==> config.mk <==
export PLATFORM = sky130hd
export DESIGN_NAME = debug_controller_flat
export DESIGN_NICKNAME = d
export VERILOG_FILES = /design/src/rtl/debug_controller_if.sv /design/src/rtl/debug_controller.sv /design/src/flat_wrapper.sv
export SDC_FILE = /design/constraint.sdc
export NUM_CORES = 1
export LEC_CHECK = 0
export BUFFER_PORTS_ARGS = -buffer_cell sky130_fd_sc_hd__buf_2
export CORE_UTILIZATION = 59
export CTS_BUF_LIST = sky130_fd_sc_hd__clkbuf_4
export DETAILED_ROUTE_END_ITERATION = 12
export PLACE_DENSITY_LB_ADDON = 0.08
export RECOVER_POWER = 50
export SETUP_SLACK_MARGIN = 0.02
export SYNTH_ARGS = -nofsm -noshare
export SYNTH_HDL_FRONTEND = slang
export SYNTH_SLANG_ARGS = --single-unit
==> constraint.sdc <==
create_clock -name clk -period 2.49 [get_ports clk]
set_input_delay 0.1245 -clock clk [delete_from_list [all_inputs] [get_ports clk]]
set_output_delay 0.1245 -clock clk [all_outputs]
set_load 0.02 [all_outputs]
==> src/rtl/debug_controller_if.sv <==
// Host command port plus the sequencer/core debug signals of the debug controller.
// The master side is the host/sequencer environment; the slave side is the controller.
interface debug_controller_if;
  logic        cmd_valid;
  logic [2:0]  cmd_op;
  logic [15:0] cmd_data;
  logic        cmd_ready;
  logic        done;
  logic        err;
  logic [15:0] pc_addr;
  logic [15:0] mem_addr;
  logic        mem_wr;
  logic        debug_ack;
  logic        debug_active;
  logic        debug_req;
  logic        debug_mode_stop;
  logic        debug_mode_inc;
  logic        debug_at_bkp;
  logic        debug_in_watch;

  modport master (
    output cmd_valid, cmd_op, cmd_data, pc_addr, mem_addr, mem_wr, debug_ack, debug_active,
    input  cmd_ready, done, err, debug_req, debug_mode_stop, debug_mode_inc,
           debug_at_bkp, debug_in_watch
  );

  modport slave (
    input  cmd_valid, cmd_op, cmd_data, pc_addr, mem_addr, mem_wr, debug_ack, debug_active,
    output cmd_ready, done, err, debug_req, debug_mode_stop, debug_mode_inc,
           debug_at_bkp, debug_in_watch
  );
endinterface

==> src/rtl/debug_controller.sv <==
// Debug controller: accepts host commands, runs a REQ/ACK step handshake with the
// sequencer (with an 8-bit timeout), and tracks one breakpoint and one watchpoint.
module debug_controller (
  input  logic              clk,
  input  logic              rst,
  debug_controller_if.slave bus
);

  typedef enum logic [1:0] {IDLE, REQ, REL, GAP} state_t;

  localparam logic [2:0] OP_NOP       = 3'd0;
  localparam logic [2:0] OP_STOP      = 3'd1;
  localparam logic [2:0] OP_RUN       = 3'd2;
  localparam logic [2:0] OP_STEP      = 3'd3;
  localparam logic [2:0] OP_SET_BKP   = 3'd4;
  localparam logic [2:0] OP_CLR_BKP   = 3'd5;
  localparam logic [2:0] OP_SET_WATCH = 3'd6;
  localparam logic [2:0] OP_CLR_WATCH = 3'd7;

  localparam logic [7:0] TIMEOUT_LIMIT = 8'd255;

  state_t      state_q, state_d;
  logic [7:0]  count_q, count_d;
  logic [7:0]  tmo_q, tmo_d;
  logic        done_q, done_d;
  logic        err_q, err_d;
  logic        stop_q, stop_d;
  logic        inc_q, inc_d;
  logic [15:0] bkp_addr_q, bkp_addr_d;
  logic        bkp_en_q, bkp_en_d;
  logic [15:0] watch_addr_q, watch_addr_d;
  logic        watch_en_q, watch_en_d;
  logic        skip_q, skip_d;
  logic [15:0] skip_pc_q, skip_pc_d;
  logic        at_bkp_q, at_bkp_d;
  logic        in_watch_q, in_watch_d;

  logic        run_acc;
  logic        clr_watch_acc;
  logic        watch_hit;
  logic [7:0]  tmo_inc;

  assign tmo_inc = tmo_q + 8'd1;

  // Command decode and step handshake FSM; the timeout aborts when the counter reaches 255.
  always_comb begin
    state_d       = state_q;
    count_d       = count_q;
    tmo_d         = tmo_q;
    done_d        = 1'b0;
    err_d         = err_q;
    stop_d        = stop_q;
    inc_d         = inc_q;
    bkp_addr_d    = bkp_addr_q;
    bkp_en_d      = bkp_en_q;
    watch_addr_d  = watch_addr_q;
    watch_en_d    = watch_en_q;
    run_acc       = 1'b0;
    clr_watch_acc = 1'b0;
    case (state_q)
      IDLE: begin
        if (bus.cmd_valid) begin
          done_d = 1'b1;
          case (bus.cmd_op)
            OP_NOP:  err_d = 1'b0;
            OP_STOP: stop_d = 1'b1;
            OP_RUN: begin
              stop_d  = 1'b0;
              run_acc = 1'b1;
            end
            OP_STEP: begin
              if (bus.debug_active && (bus.cmd_data[7:0] != 8'd0)) begin
                done_d  = 1'b0;
                count_d = bus.cmd_data[7:0];
                inc_d   = bus.cmd_data[8];
                tmo_d   = 8'd0;
                state_d = REQ;
              end else begin
                err_d = 1'b1;
              end
            end
            OP_SET_BKP: begin
              bkp_addr_d = bus.cmd_data;
              bkp_en_d   = 1'b1;
            end
            OP_CLR_BKP: bkp_en_d = 1'b0;
            OP_SET_WATCH: begin
              watch_addr_d = bus.cmd_data;
              watch_en_d   = 1'b1;
            end
            OP_CLR_WATCH: begin
              watch_en_d    = 1'b0;
              clr_watch_acc = 1'b1;
            end
            default: ;
          endcase
        end
      end
      REQ: begin
        if (bus.debug_ack) begin
          state_d = REL;
          count_d = count_q - 8'd1;
          tmo_d   = 8'd0;
        end else if (tmo_inc == TIMEOUT_LIMIT) begin
          state_d = IDLE;
          tmo_d   = tmo_inc;
          err_d   = 1'b1;
          done_d  = 1'b1;
          inc_d   = 1'b0;
        end else begin
          tmo_d = tmo_inc;
        end
      end
      REL: begin
        if (!bus.debug_ack) begin
          state_d = GAP;
        end else if (tmo_inc == TIMEOUT_LIMIT) begin
          state_d = IDLE;
          tmo_d   = tmo_inc;
          err_d   = 1'b1;
          done_d  = 1'b1;
          inc_d   = 1'b0;
        end else begin
          tmo_d = tmo_inc;
        end
      end
      GAP: begin
        if (count_q != 8'd0) begin
          state_d = REQ;
          tmo_d   = 8'd0;
        end else begin
          state_d = IDLE;
          done_d  = 1'b1;
          inc_d   = 1'b0;
        end
      end
      default: state_d = IDLE;
    endcase
  end

  // Breakpoint skip tracking, registered breakpoint compare and sticky watchpoint (set wins).
  always_comb begin
    skip_d    = skip_q;
    skip_pc_d = skip_pc_q;
    if (run_acc && at_bkp_q) begin
      skip_d    = 1'b1;
      skip_pc_d = bus.pc_addr;
    end else if (skip_q && (bus.pc_addr != skip_pc_q)) begin
      skip_d = 1'b0;
    end
    at_bkp_d  = bkp_en_q && (bus.pc_addr == bkp_addr_q) && !skip_d;
    watch_hit = watch_en_q && bus.mem_wr && (bus.mem_addr == watch_addr_q);
    in_watch_d = in_watch_q;
    if (run_acc || clr_watch_acc) begin
      in_watch_d = 1'b0;
    end
    if (watch_hit) begin
      in_watch_d = 1'b1;
    end
  end

  // State register for everything above; reset abandons any step in flight.
  always_ff @(posedge clk or posedge rst) begin
    if (rst) begin
      state_q      <= IDLE;
      count_q      <= 8'd0;
      tmo_q        <= 8'd0;
      done_q       <= 1'b0;
      err_q        <= 1'b0;
      stop_q       <= 1'b0;
      inc_q        <= 1'b0;
      bkp_addr_q   <= 16'd0;
      bkp_en_q     <= 1'b0;
      watch_addr_q <= 16'd0;
      watch_en_q   <= 1'b0;
      skip_q       <= 1'b0;
      skip_pc_q    <= 16'd0;
      at_bkp_q     <= 1'b0;
      in_watch_q   <= 1'b0;
    end else begin
      state_q      <= state_d;
      count_q      <= count_d;
      tmo_q        <= tmo_d;
      done_q       <= done_d;
      err_q        <= err_d;
      stop_q       <= stop_d;
      inc_q        <= inc_d;
      bkp_addr_q   <= bkp_addr_d;
      bkp_en_q     <= bkp_en_d;
      watch_addr_q <= watch_addr_d;
      watch_en_q   <= watch_en_d;
      skip_q       <= skip_d;
      skip_pc_q    <= skip_pc_d;
      at_bkp_q     <= at_bkp_d;
      in_watch_q   <= in_watch_d;
    end
  end

  assign bus.cmd_ready       = (state_q == IDLE);
  assign bus.debug_req       = (state_q == REQ);
  assign bus.done            = done_q;
  assign bus.err             = err_q;
  assign bus.debug_mode_stop = stop_q;
  assign bus.debug_mode_inc  = inc_q;
  assign bus.debug_at_bkp    = at_bkp_q;
  assign bus.debug_in_watch  = in_watch_q;

endmodule

==> src/flat_wrapper.sv <==
// flat-port wrapper written by rule: the top's interface ports become plain ports
module debug_controller_flat 
  (clk, rst, bus_cmd_valid, bus_cmd_op, bus_cmd_data, bus_pc_addr, bus_mem_addr, bus_mem_wr, bus_debug_ack, bus_debug_active, bus_cmd_ready, bus_done, bus_err, bus_debug_req, bus_debug_mode_stop, bus_debug_mode_inc, bus_debug_at_bkp, bus_debug_in_watch);
  debug_controller_if bus_i ();
  input  logic clk;
  input  logic rst;
  input wire logic [$bits(bus_i.cmd_valid)-1:0] bus_cmd_valid;
  input wire logic [$bits(bus_i.cmd_op)-1:0] bus_cmd_op;
  input wire logic [$bits(bus_i.cmd_data)-1:0] bus_cmd_data;
  input wire logic [$bits(bus_i.pc_addr)-1:0] bus_pc_addr;
  input wire logic [$bits(bus_i.mem_addr)-1:0] bus_mem_addr;
  input wire logic [$bits(bus_i.mem_wr)-1:0] bus_mem_wr;
  input wire logic [$bits(bus_i.debug_ack)-1:0] bus_debug_ack;
  input wire logic [$bits(bus_i.debug_active)-1:0] bus_debug_active;
  output wire logic [$bits(bus_i.cmd_ready)-1:0] bus_cmd_ready;
  output wire logic [$bits(bus_i.done)-1:0] bus_done;
  output wire logic [$bits(bus_i.err)-1:0] bus_err;
  output wire logic [$bits(bus_i.debug_req)-1:0] bus_debug_req;
  output wire logic [$bits(bus_i.debug_mode_stop)-1:0] bus_debug_mode_stop;
  output wire logic [$bits(bus_i.debug_mode_inc)-1:0] bus_debug_mode_inc;
  output wire logic [$bits(bus_i.debug_at_bkp)-1:0] bus_debug_at_bkp;
  output wire logic [$bits(bus_i.debug_in_watch)-1:0] bus_debug_in_watch;
  assign bus_i.cmd_valid = bus_cmd_valid;
  assign bus_i.cmd_op = bus_cmd_op;
  assign bus_i.cmd_data = bus_cmd_data;
  assign bus_i.pc_addr = bus_pc_addr;
  assign bus_i.mem_addr = bus_mem_addr;
  assign bus_i.mem_wr = bus_mem_wr;
  assign bus_i.debug_ack = bus_debug_ack;
  assign bus_i.debug_active = bus_debug_active;
  assign bus_cmd_ready = bus_i.cmd_ready;
  assign bus_done = bus_i.done;
  assign bus_err = bus_i.err;
  assign bus_debug_req = bus_i.debug_req;
  assign bus_debug_mode_stop = bus_i.debug_mode_stop;
  assign bus_debug_mode_inc = bus_i.debug_mode_inc;
  assign bus_debug_at_bkp = bus_i.debug_at_bkp;
  assign bus_debug_in_watch = bus_i.debug_in_watch;
  debug_controller u_core (.clk(clk), .rst(rst), .bus(bus_i));
endmodule
# --- After elaboration in Yosys (flattened, before gate mapping) ---
# Index checks and enable logic that the tools add are counted.
op_classes:
  addsub: 2
  n_mux: 56
  n_eq_ne: 24
  reduce_logical: 29
ops:
  columns: ["op", "count"]
  rows:
  - ["two-way mux 8 bit", 10]
  - ["equality test 16 bit", 2]
  - ["case mux 8 bit (4 select lines)", 1]
  - ["two-way mux 1 bit", 30]
  - ["AND reduction 3 bit", 6]
  - ["inequality test 16 bit", 1]
  - ["case mux 8 bit (2 select lines)", 1]
  - ["nonzero test 8 bit", 2]
  - ["equality test 3 bit (second input constant)", 4]
  - ["two-way mux 2 bit", 6]
  - ["AND reduction 6 bit", 2]
  - ["inequality test 2 bit (second input constant)", 5]
  - ["AND reduction 5 bit", 2]
  - ["nonzero test 2 bit", 5]
  - ["adder 8 x 1 -> 8 bit (second input constant)", 1]
  - ["equality test 8 bit (second input constant)", 1]
  - ["case mux 1 bit (2 select lines)", 4]
  - ["case mux 1 bit (4 select lines)", 2]
  - ["case mux 2 bit (4 select lines)", 1]
  - ["subtractor 8 x 1 -> 8 bit (second input constant)", 1]
  - ["logical AND 1 bit", 7]
  - ["equality test 3 x 2 -> 1 bit (second input constant)", 2]
  - ["inequality test 2 x 1 -> 1 bit (second input constant)", 3]
  - ["equality test 2 bit (second input constant)", 2]
  - ["other kinds (10)", 10]
word_totals:
  elab_cells: 126
  in_bits: 57
  reg_bits: 75

# --- Logic depth before layout (Yosys ltp) ---
# Gate-level depths: netlist of run 1.
logic_depth:
  word_depth: 8
  depth_mapped: 9
  depth_no_buf: 7

# --- Least setup slack after synthesis of run 1 ---
# No wires, ideal clock.
synth_path:
  path_kind: "register to register"
  start: "reg u_core.state_q[1]"
  end: "reg u_core.watch_addr_q[0]"
  path_buffers: 2
  arrival_time_ps: 2141
  setup_slack_ps: 224
  required_ps: 2365
  period_less_slack_ps: 2266
  path_stages_with_launch: 8
  cell_sequence: "dfrtp_1 -> inv_1 -> ha_1 -> buf_2 -> nand4_1 -> nor2_1 -> buf_2 -> mux2_2"
synth_between:
  elab_chain_len: 2
synth_rtl:
  columns: ["element", "line", "text"]
  rows:
  - ["from (decl)", "debug_controller.sv:22", "state_t state_q, state_d;"]
  - ["from (signal assigned)", "debug_controller.sv:181", "state_q <= state_d;"]
  - ["zero test 2 bit", null, null]
  - ["named net bus_cmd_ready", "flat_wrapper.sv:15", "output wire logic [$bits(bus_i.cmd_ready)-1:0] bus_cmd_ready;"]
  - ["AND reduction 3 bit (no source line)", null, null]
  - ["to (signal assigned)", "debug_controller.sv:190", "watch_addr_q <= watch_addr_d;"]
  - ["to (decl)", "debug_controller.sv:31", "logic [15:0] watch_addr_q, watch_addr_d;"]
# The timed path passes the listed nets, and every way through them passes these cells.
# A chain may end at the register's enable or synchronous reset.

# --- Worst setup path after layout of run 1 ---
layout_path:
  start: "reg u_core.state_q[1]"
  end: "reg u_core.bkp_addr_q[7]"
layout_between:
  elab_chain_len: 2
layout_rtl:
  columns: ["element", "line", "text"]
  rows:
  - ["zero test 2 bit", "debug_controller.sv:60", "case (state_q)"]
  - ["AND reduction 3 bit (no source line)", null, null]
  - ["to (signal assigned)", "debug_controller.sv:188", "bkp_addr_q <= bkp_addr_d;"]
  - ["to (decl)", "debug_controller.sv:29", "logic [15:0] bkp_addr_q, bkp_addr_d;"]
# No other way between the ends.

==> impl_metrics.toml, run 1 <==
[cells_and_area]
fill_cells = 512
fin_nets = 526
fin_area_um2 = 4940
drive_gt1_share_pct = 30.5
area_growth_pct = 19.4
diodes = 0
fin_util_pct = 72.7

[placed_design]
place_area_um2 = 4560
place_congestion = 0.902
port_buffers = 64
dp_hpwl_mm = 6.64

[outcome]
status = "finished with violations"
violations = "design-rule violations"

[synthesis]
yosysMostFrequentCell = "dfrtp_1"
synthCells = 369
synth_edf_count = 0
synth-seq-cells = 75
yosys.area.top_type = "dfrtp_1"
async_flop_share_pct = 100
syn_nets = 434
ys_warn_count = 0
ys_seq_area_share_pct = 45.4
yosysUniqueCellTypes = 54
ys_top_cells_by_count = "dfrtp_1 (75), mux2_2 (48), xor2_1 (34)"
syn_area_um2 = 4140
syn_avg_cell_area_um2 = 11.2
synth_area_leaders = "dfrtp_1 (45%), mux2_2 (13%), xor2_1 (7.2%)"
yosysTopAreaCellShare_pct = 45.4
synth_flop_cell = "dfrtp_1"

[critical_path]
required_ps = 2800
startpoint_type = "flop"
arrival_ps = 2560
worstSetupPathType = "flop to flop"
cp-end-kind = "flop"
worstPathMaxFanout = 17

[timing]
setup_viol = 0
fin_setup_tns_ps = 0
worstMarginPinSlew_ps = 797
skew_ps = 17.3
slew-limit-headroom_pct = 46.8
rsz0062_at_grt = "no"
slew_viol_final = 0
period_share_pct = 90.1
max_freq_ghz = 0.446
finalHoldViolCount = 0
period_minus_slack_ps = 2240

[global_route]
grt_usage_pct = 26.7
antenna_found_initial = 0
grt_pass1_wl_mm = 14.9
grt_pass1_vias = 3105
grt_max_degree = 59
grt_overflow = 0

[clocking]
cts.reportedPaths.clkPinSlew_ps = 120
cts_resized = 0
cts_tree = "done"
root_buffer = "clkbuf_4"
insertion_delay_ps = 420
cts.sinks = 75
postCtsSetupBuffers = 0
clk_path_buf_depth = 2
cts_buffers = 9
cts_hold_buf = 19
cts_htree_levels = 3

[detailed_routing]
dr.pass1.iters = 8
drc = 1
wl_per_cell_um = 16.5
drt_iter0_drc = 135
routed_wl_mm = 9.27
via_per_inst = 5.63
final_antenna_net_count = 0
vias = 3158

[worst_hold_path]
holdCritPathClass = "primary input to flop"

[power]
leakage_uw = 0.00225
report.power.total_uw = 4440
ir_drop_v = 0.000632
power.density_nw_per_um2 = 900

[die]
ios = 65
rows = 30
die_h_um = 85.7
coreArea_um2 = 6790
die_x_um = 85.7
dieArea_um2 = 7350
initial_core_util_pct = 60.9

[job]
maxCapViolations = 0
worst max-delay path, stage by stage (launching register included):
cell and delay (ps):
dfrtp_1 420, inv_1 130, ha_1 260, nand2_1 140, or3_1 390, nor2_4 400
mux2_2 390
state kept, by name, indices dropped and copies added (netlist names):
name,flops
u_core.bkp_addr_q,16
u_core.bkp_en_q,1
u_core.bus.debug_at_bkp,1
u_core.bus.debug_in_watch,1
u_core.bus.debug_mode_inc,1
u_core.bus.debug_mode_stop,1
u_core.bus.done,1
u_core.bus.err,1
u_core.count_q,8
u_core.skip_pc_q,16
u_core.skip_q,1
u_core.state_q,2
u_core.tmo_q,8
u_core.watch_addr_q,16
u_core.watch_en_q,1
cell families (layout without fill, tap and decap cells):
logic type                 Yosys count  in the layout  synth area share (%)
AOI/OAI and AO/OA                   65             65                  10.8
xor gates and xnor gates            54             54                  11.4
adders and majority gates            8              8                  2.42
buffers and inverters               23            119                  2.66
DFF                                 75             75                  45.4
muxes                               49             49                  13.3
and+or+nand+nor                     95             95                  14.0
layer usage:
layer	track usage [%]	routed length, µm
met1	37.1	4370
met2	42.0	4290
met3	4.91	306
met4	10.2	301
met5	0	0
metrics by stage:
step	hold WS (ps)	worst slack [ps]	std cells
2_1_floorplan	258	224	369
3_3_place_gp	147	376	523
6_report	12.0	247	561
3_5_place_dp	153	302	523
4_1_cts	0.195	279	557
5_1_grt	-2.17	112	561
report_power, final:
group          internal (µW)  total (µW)  leakage, µW  switching (µW)
logic                    773        1680      0.00119             906
registers               1600        1920     0.000974             315
clock network            405         850    0.0000824             445
area by class of cell:
class / instances / area [µm²] / area share [%]
clock buffers: 9 / 67.6 / 1.37
clock inverters: 6 / 90.1 / 1.82
inverters: 13 / 48.8 / 0.988
multi-input cells: 271 / 2150 / 43.5
flip-flops and latches: 75 / 1880 / 38.0
well taps: 96 / 120 / 2.43
repair buffers: 91 / 588 / 11.9
path summary, 6_finish.rpt:
kind | depth (start not counted) | slack, ps | startpoint | end
hold reg to reg | 1 | 500 | u_core.bkp_en_q$_DFFE_PP0P_ | u_core.bkp_en_q$_DFFE_PP0P_
setup / recovery | 6 | 250 | u_core.state_q[1]$_DFFE_PP0P_ | u_core.bkp_addr_q[7]$_DFFE_PP0P_
max in group asynchronous | 4 | 1330 | rst | u_core.count_q[3]$_DFFE_PP0P_
setup reg to reg | 6 | 250 | u_core.state_q[1]$_DFFE_PP0P_ | u_core.bkp_addr_q[7]$_DFFE_PP0P_
hold / removal | 2 | 10 | bus_pc_addr[2] | u_core.skip_pc_q[2]$_DFFE_PP0P_
min in group asynchronous | 3 | 370 | rst | u_core.tmo_q[5]$_DFFE_PP0P_
cell usage in the layout, fill, tap and decap left out, types with 3 or more instances in the layout:
| cell | n |
|---|---|
| nand4_1 | 8 |
| a21o_1 | 3 |
| o31ai_1 | 4 |
| a31oi_1 | 4 |
| mux2_2 | 48 |
| xor2_1 | 34 |
| a41oi_1 | 3 |
| clkbuf_4 | 9 |
| nand3_1 | 10 |
| nor4_1 | 8 |
| ha_1 | 8 |
| nor2_1 | 15 |
| nand2_1 | 17 |
| dlygate4sd3_1 | 23 |
| dfrtp_1 | 75 |
| xnor2_1 | 20 |
| nor3_1 | 10 |
| buf_4 | 3 |
| a21oi_1 | 9 |
| o21ai_0 | 24 |
| or3_1 | 4 |
| nor2b_1 | 4 |
| and3_1 | 3 |
| clkbuf_1 | 4 |
| buf_2 | 60 |
| inv_1 | 13 |
Power figures use the tool's default switching activity.
==> inputs of run 2 (changes only) <==
Settings changed: HOLD_SLACK_MARGIN from default to 0.08.
==> run 2 against run 1 <==
  * The flow now finishes without violations
  * Core utilization rose by 2.2 points
  * Sequential share of layout area fell by 1.1 points
  * Die area did not move
  * Register-to-register slack barely moved
  * Clock skew barely moved
  * Clock power fell by 0.5%
  * Count of clock-buffer cells in the layout did not move
  * Global-route usage rose by 0.85 points
  * Setup slack improved by 6.3 ps
  * Critical path type unchanged
==> impl_metrics.toml, run 2 (synthesis results as in run 1) <==
[outcome]
status = "finished, final reports clean"

[detailed_routing]
final_antenna_net_count = 0
drt-met1-wl_mm = 4.39
route.top_layer_used = "met4"
dr.pass1.iters = 4
via_per_inst = 5.58
drc = 0
vias = 3213
drt_iter0_drc = 158
wl_met2_mm = 4.43
wl_per_cell_um = 16.4
route.met3.wl_um = 313
routed_wl_mm = 9.43

[die]
rows = 30
die_x_um = 85.7
die_h_um = 85.7
ios = 65
initial_core_util_pct = 60.9
dieArea_um2 = 7350
coreArea_um2 = 6790

[critical_path]
r2r_cells = 6
timing.rr.end = "u_core.bkp_addr_q[7]$_DFFE_PP0P_"
r2r_slack_ps = 250
max_stage_delay_ps = 420
crit_path_top_delay_cell = "dfrtp_1"
worstSetupPathType = "flop to flop"
required_ps = 2800
arrival_ps = 2540
startpoint_type = "flop"
worstPathMaxFanout = 17
critPathTopFamily = "simple AND/OR/NAND/NOR gates"
path_cells = "inv_1, ha_1, nand2_1, or3_1, nor2_4, mux2_2"
cp-end-kind = "flop"
path_buf_inv = 1
rr_startpoint = "u_core.state_q[1]$_DFFE_PP0P_"
path_depth = 6

[power]
ir_drop_v = 0.000634
combinationalPowerShare_pct = 38.0
power.density_nw_per_um2 = 876
leakage_uw = 0.00231
clkPwrFrac_pct = 19.0
swShare_pct = 37.4
switching_power_uw = 1670
seqPwrFrac_pct = 43.0
intPower_uw = 2800

[placed_design]
placedCellCount = 523
port_buffers = 64
place_congestion = 0.902
dp_hpwl_mm = 6.64
place_area_um2 = 4560

[clocking]
cts.sinks = 75
root_buffer = "clkbuf_4"
cts_buffers = 9
clk_path_buf_depth = 2
cts.reportedPaths.clkPinSlew_ps = 120
insertion_delay_ps = 420
cts_resized = 0
postCtsSetupBuffers = 0
cts_htree_levels = 3
cts_hold_buf = 38
cts_tree = "done"

[cells_and_area]
fin_area_um2 = 5090
layout_common_cells = "dfrtp_1 (75), buf_2 (60), mux2_2 (48), dlygate4sd3_1 (38), xor2_1 (34)"
diodes = 0
instances_no_fill = 576
area_growth_pct = 23.1
fin_nets = 541
reg_top3 = "u_core.bkp_addr_q: 16 flops, u_core.skip_pc_q: 16 flops, u_core.watch_addr_q: 16 flops"
final_common_cell = "dfrtp_1"
drive_gt1_share_pct = 29.6

[global_route]
antenna_found_initial = 0
grt_pass1_wl_mm = 15.4
grt_usage_pct = 27.5
grt_pass1_vias = 3211
grt_max_degree = 59
grt_overflow = 0

[timing]
worstMarginPinSlew_ps = 792
slew_viol_final = 0
skew_ps = 17.7
period_minus_slack_ps = 2240
period_share_pct = 89.8
fin_hold_ws_ps = 126
rsz0062_at_grt = "no"
finalHoldViolCount = 0
setup_viol = 0
max_freq_ghz = 0.447
fin_setup_tns_ps = 0
slew-limit-headroom_pct = 47.2

[worst_hold_path]
holdCritPathClass = "primary input to flop"
hold_depth = 4
hold_end = "u_core.bus.debug_mode_stop$_DFFE_PP0P_"
min_from = "bus_cmd_valid"

[job]
maxCapViolations = 0
-- run 2: per-stage QoR --
step	total power, µW	util, %	worst slack (ps)
2_1_floorplan	3140	-	224
3_3_place_gp	3510	67.1	376
3_5_place_dp	3590	67.1	302
4_1_cts	4480	75.0	279
5_1_grt	4760	74.9	103
6_report	4460	74.9	254
-- run 2: worst max-delay path by stage --
stage / slack (ps) / startpoint / endpoint
6_report: 250 / u_core.state_q[1]$_DFFE_PP0P_ / u_core.bkp_addr_q[7]$_DFFE_PP0P_
2_1_floorplan: 220 / u_core.state_q[1]$_DFFE_PP0P_ / u_core.watch_addr_q[0]$_DFFE_PP0P_
3_5_place_dp: 300 / u_core.state_q[1]$_DFFE_PP0P_ / u_core.bkp_addr_q[15]$_DFFE_PP0P_
5_1_grt: 100 / u_core.state_q[1]$_DFFE_PP0P_ / u_core.skip_pc_q[0]$_DFFE_PP0P_
4_1_cts: 280 / u_core.state_q[1]$_DFFE_PP0P_ / u_core.skip_pc_q[0]$_DFFE_PP0P_
3_3_place_gp: 380 / u_core.state_q[1]$_DFFE_PP0P_ / u_core.skip_pc_q[12]$_DFFE_PP0P_
-- run 2: worst min-delay path: stages --
cell     delay [ps]
buf_2           130
nand2_1         130
o31ai_1          80
nand2_1          50
-- run 2: power groups by stage --
stage / combinational, µW / sequential [µW] / clock, µW
6_report: 1700 / 1920 / 846
5_1_grt: 1880 / 1960 / 911
4_1_cts: 1700 / 1920 / 862
3_5_place_dp: 1640 / 1940 / 0
3_3_place_gp: 1590 / 1920 / 0
2_1_floorplan: 1260 / 1880 / 0
-- run 2: metal layers --
layer,GRT usage (%),vias up
li1,-,1543
met1,37.2,1563
met2,44.6,80
met3,4.91,27
met4,10.8,0
met5,0,-
-- run 2: cell type report --
cell class	instances	area (µm²)
fillers	498	1700
well taps	96	120
multi-input cells	271	2150
clock buffers	9	67.6
repair buffers	106	738
inverters	13	48.8
flip-flops and latches	75	1880
clock inverters	6	90.1
==> inputs of run 3 (changes only) <==
Settings changed: GPL_TIMING_DRIVEN from default to 0.
Clock period 2.49 ns to 2.34 ns, I/O delays scaled along.
==> run 3 against run 2 <==
  * Wire length rose by 2.7%
  * Setup slack got worse by 67 ps
  * Cell area rose by 1.1%
  * Clock power fell by 7.0%
  * Global-route usage rose by 0.96 points
  * Cell count rose by 1.9%
  * Sequential power rose by 6%
  * Non-clock buffer count rose by 11
  * Largest power group unchanged
==> impl_metrics.toml, run 3 (synthesis results as in run 1) <==
[job]
maxCapViolations = 0

[placed_design]
dp_hpwl_mm = 6.69
port_buffers = 61
placedCellCount = 527
place_congestion = 0.886
dp_slack_ps = -238

[global_route]
grt_pass1_vias = 3246
grt_max_degree = 55
antenna_found_initial = 0
grt_overflow = 0
grt_usage_pct = 28.5
grt_pass1_wl_mm = 15.9

[cells_and_area]
fill_cells = 492
diodes = 0
area_growth_pct = 24.4
drive_gt1_share_pct = 31.2
fin_util_pct = 75.8
seqCellArea_um2 = 1880
final_common_cell = "dfrtp_1"
multiInputGateArea_um2 = 2160
instances_no_fill = 587
fin_nets = 552
reg_top3 = "u_core.bkp_addr_q: 16 flops, u_core.skip_pc_q: 16 flops, u_core.watch_addr_q: 16 flops"
layout_common_cells = "dfrtp_1 (75), buf_2 (58), mux2_2 (48), dlygate4sd3_1 (38), xor2_1 (34)"

[power]
report.power.total_uw = 4690
power.density_nw_per_um2 = 912
ir_drop_v = 0.000711
leakage_uw = 0.00233

[die]
die_h_um = 85.7
rows = 30
coreArea_um2 = 6790
ios = 65
dieArea_um2 = 7350
initial_core_util_pct = 60.9
die_x_um = 85.7

[timing]
worstMarginPinSlew_ps = 953
rsz0062_at_grt = "no"
skew_ps = 21.4
setup_viol = 0
slew_viol_final = 0
slew-limit-headroom_pct = 36.1
period_minus_slack_ps = 2150
fin_hold_ws_ps = 111
max_freq_ghz = 0.464
finalHoldViolCount = 0
layout_setup_ws_ps = 187
period_share_pct = 92.0

[detailed_routing]
drt_iter0_drc = 164
wl_per_cell_um = 16.5
vias = 3255
drc = 0
via_per_inst = 5.55
dr.pass1.iters = 4
final_antenna_net_count = 0
routed_wl_mm = 9.68

[clocking]
cts.reportedPaths.clkPinSlew_ps = 110
cts_buffers = 9
cts_htree_levels = 3
insertion_delay_ps = 420
clk_path_buf_depth = 2
cts.sinks = 75
cts_tree = "done"
root_buffer = "clkbuf_4"

[critical_path]
r2r_cells = 8
startpoint_type = "flop"
rr_startpoint = "u_core.state_q[1]$_DFFE_PP0P_"
cp-endpoint = "u_core.count_q[7]$_DFFE_PP0P_"
timing.rr.end = "u_core.count_q[7]$_DFFE_PP0P_"
worstPathMaxFanout = 10
r2r_slack_ps = 190
arrival_ps = 2500
required_ps = 2680
cp-end-kind = "flop"
worstSetupPathType = "flop to flop"
critPathLaunch = "u_core.state_q[1]$_DFFE_PP0P_"

[outcome]
status = "finished, final reports clean"

[worst_hold_path]
holdCritPathClass = "primary input to flop"
==> run 3: cell count changes in the layout (fill, tap and decap cells not counted), moves of 2 or more <==
cell	previous run	this run
buf_4	3	10
clkbuf_4	9	12
buf_2	60	58
clkbuf_1	4	7
==> run 3: how the worst min path moves through the flow <==
stage | slack (ps) | to | from | cells past startpoint
after floorplan | 250 | u_core.bus.debug_mode_inc$_DFFE_PP0P_ | bus_cmd_data[8] | 2
after global placement | 370 | u_core.bkp_addr_q[9]$_DFFE_PP0P_ | bus_cmd_data[9] | 2
after detailed placement | 100 | u_core.skip_pc_q[3]$_DFFE_PP0P_ | rst | 2
after CTS | 90 | u_core.bus.debug_mode_stop$_DFFE_PP0P_ | bus_cmd_valid | 4
after global routing | 130 | u_core.bus.debug_mode_stop$_DFFE_PP0P_ | bus_cmd_valid | 4
final | 110 | u_core.bus.debug_mode_stop$_DFFE_PP0P_ | bus_cmd_valid | 4
==> run 3: layout make-up <==
cell class	instances	area share (%)
Buffer	10	1.29
Sequential cell	75	36.5
Multi-Input combinational cell	271	42.0
Clock inverter	6	1.31
Timing Repair Buffer	107	14.4
Clock buffer	9	1.31
Tap cell	96	2.33
Inverter	13	0.972
==> run 3: where the power goes <==
group          switching [µW]  internal, µW  total [µW]
clock network             466           321         787
logic                     999           868        1870
registers                 336          1700        2040
==> run 3: metrics by stage <==
stage	TNS (ps)	cell area [µm²]
5_1_grt	0	5150
4_1_cts	0	5110
2_1_floorplan	0	4140
6_report	0	5150
3_3_place_gp	-48430	4560
3_5_place_dp	-2040	4590
==> run 3: timing repair <==
action / CTS / global route
pin swaps: 0 / 3
setup endpoints to repair: 9 / 29
resized for setup: 2 / 3
hold buffers: 38 / 0
hold endpoints to repair: 131 / 0
setup buffers: 0 / 7
==> run 3: worst max-delay path, stage by stage, from the launching register on <==
cell	delay (ps)
dfrtp_1	410
inv_1	130
ha_2	230
clkbuf_4	210
inv_1	120
o21ai_0	210
o21ai_2	140
or4_1	510
nand3_1	120
==> run 3: metal layers <==
layer | share of wire (%) | vias up | track usage (%)
met5 | 0 | - | 0
met4 | 2.4 | 0 | 12.1
met3 | 4.1 | 20 | 3.85
met2 | 48 | 92 | 44.7
met1 | 46 | 1573 | 40.1
li1 | - | 1570 | -
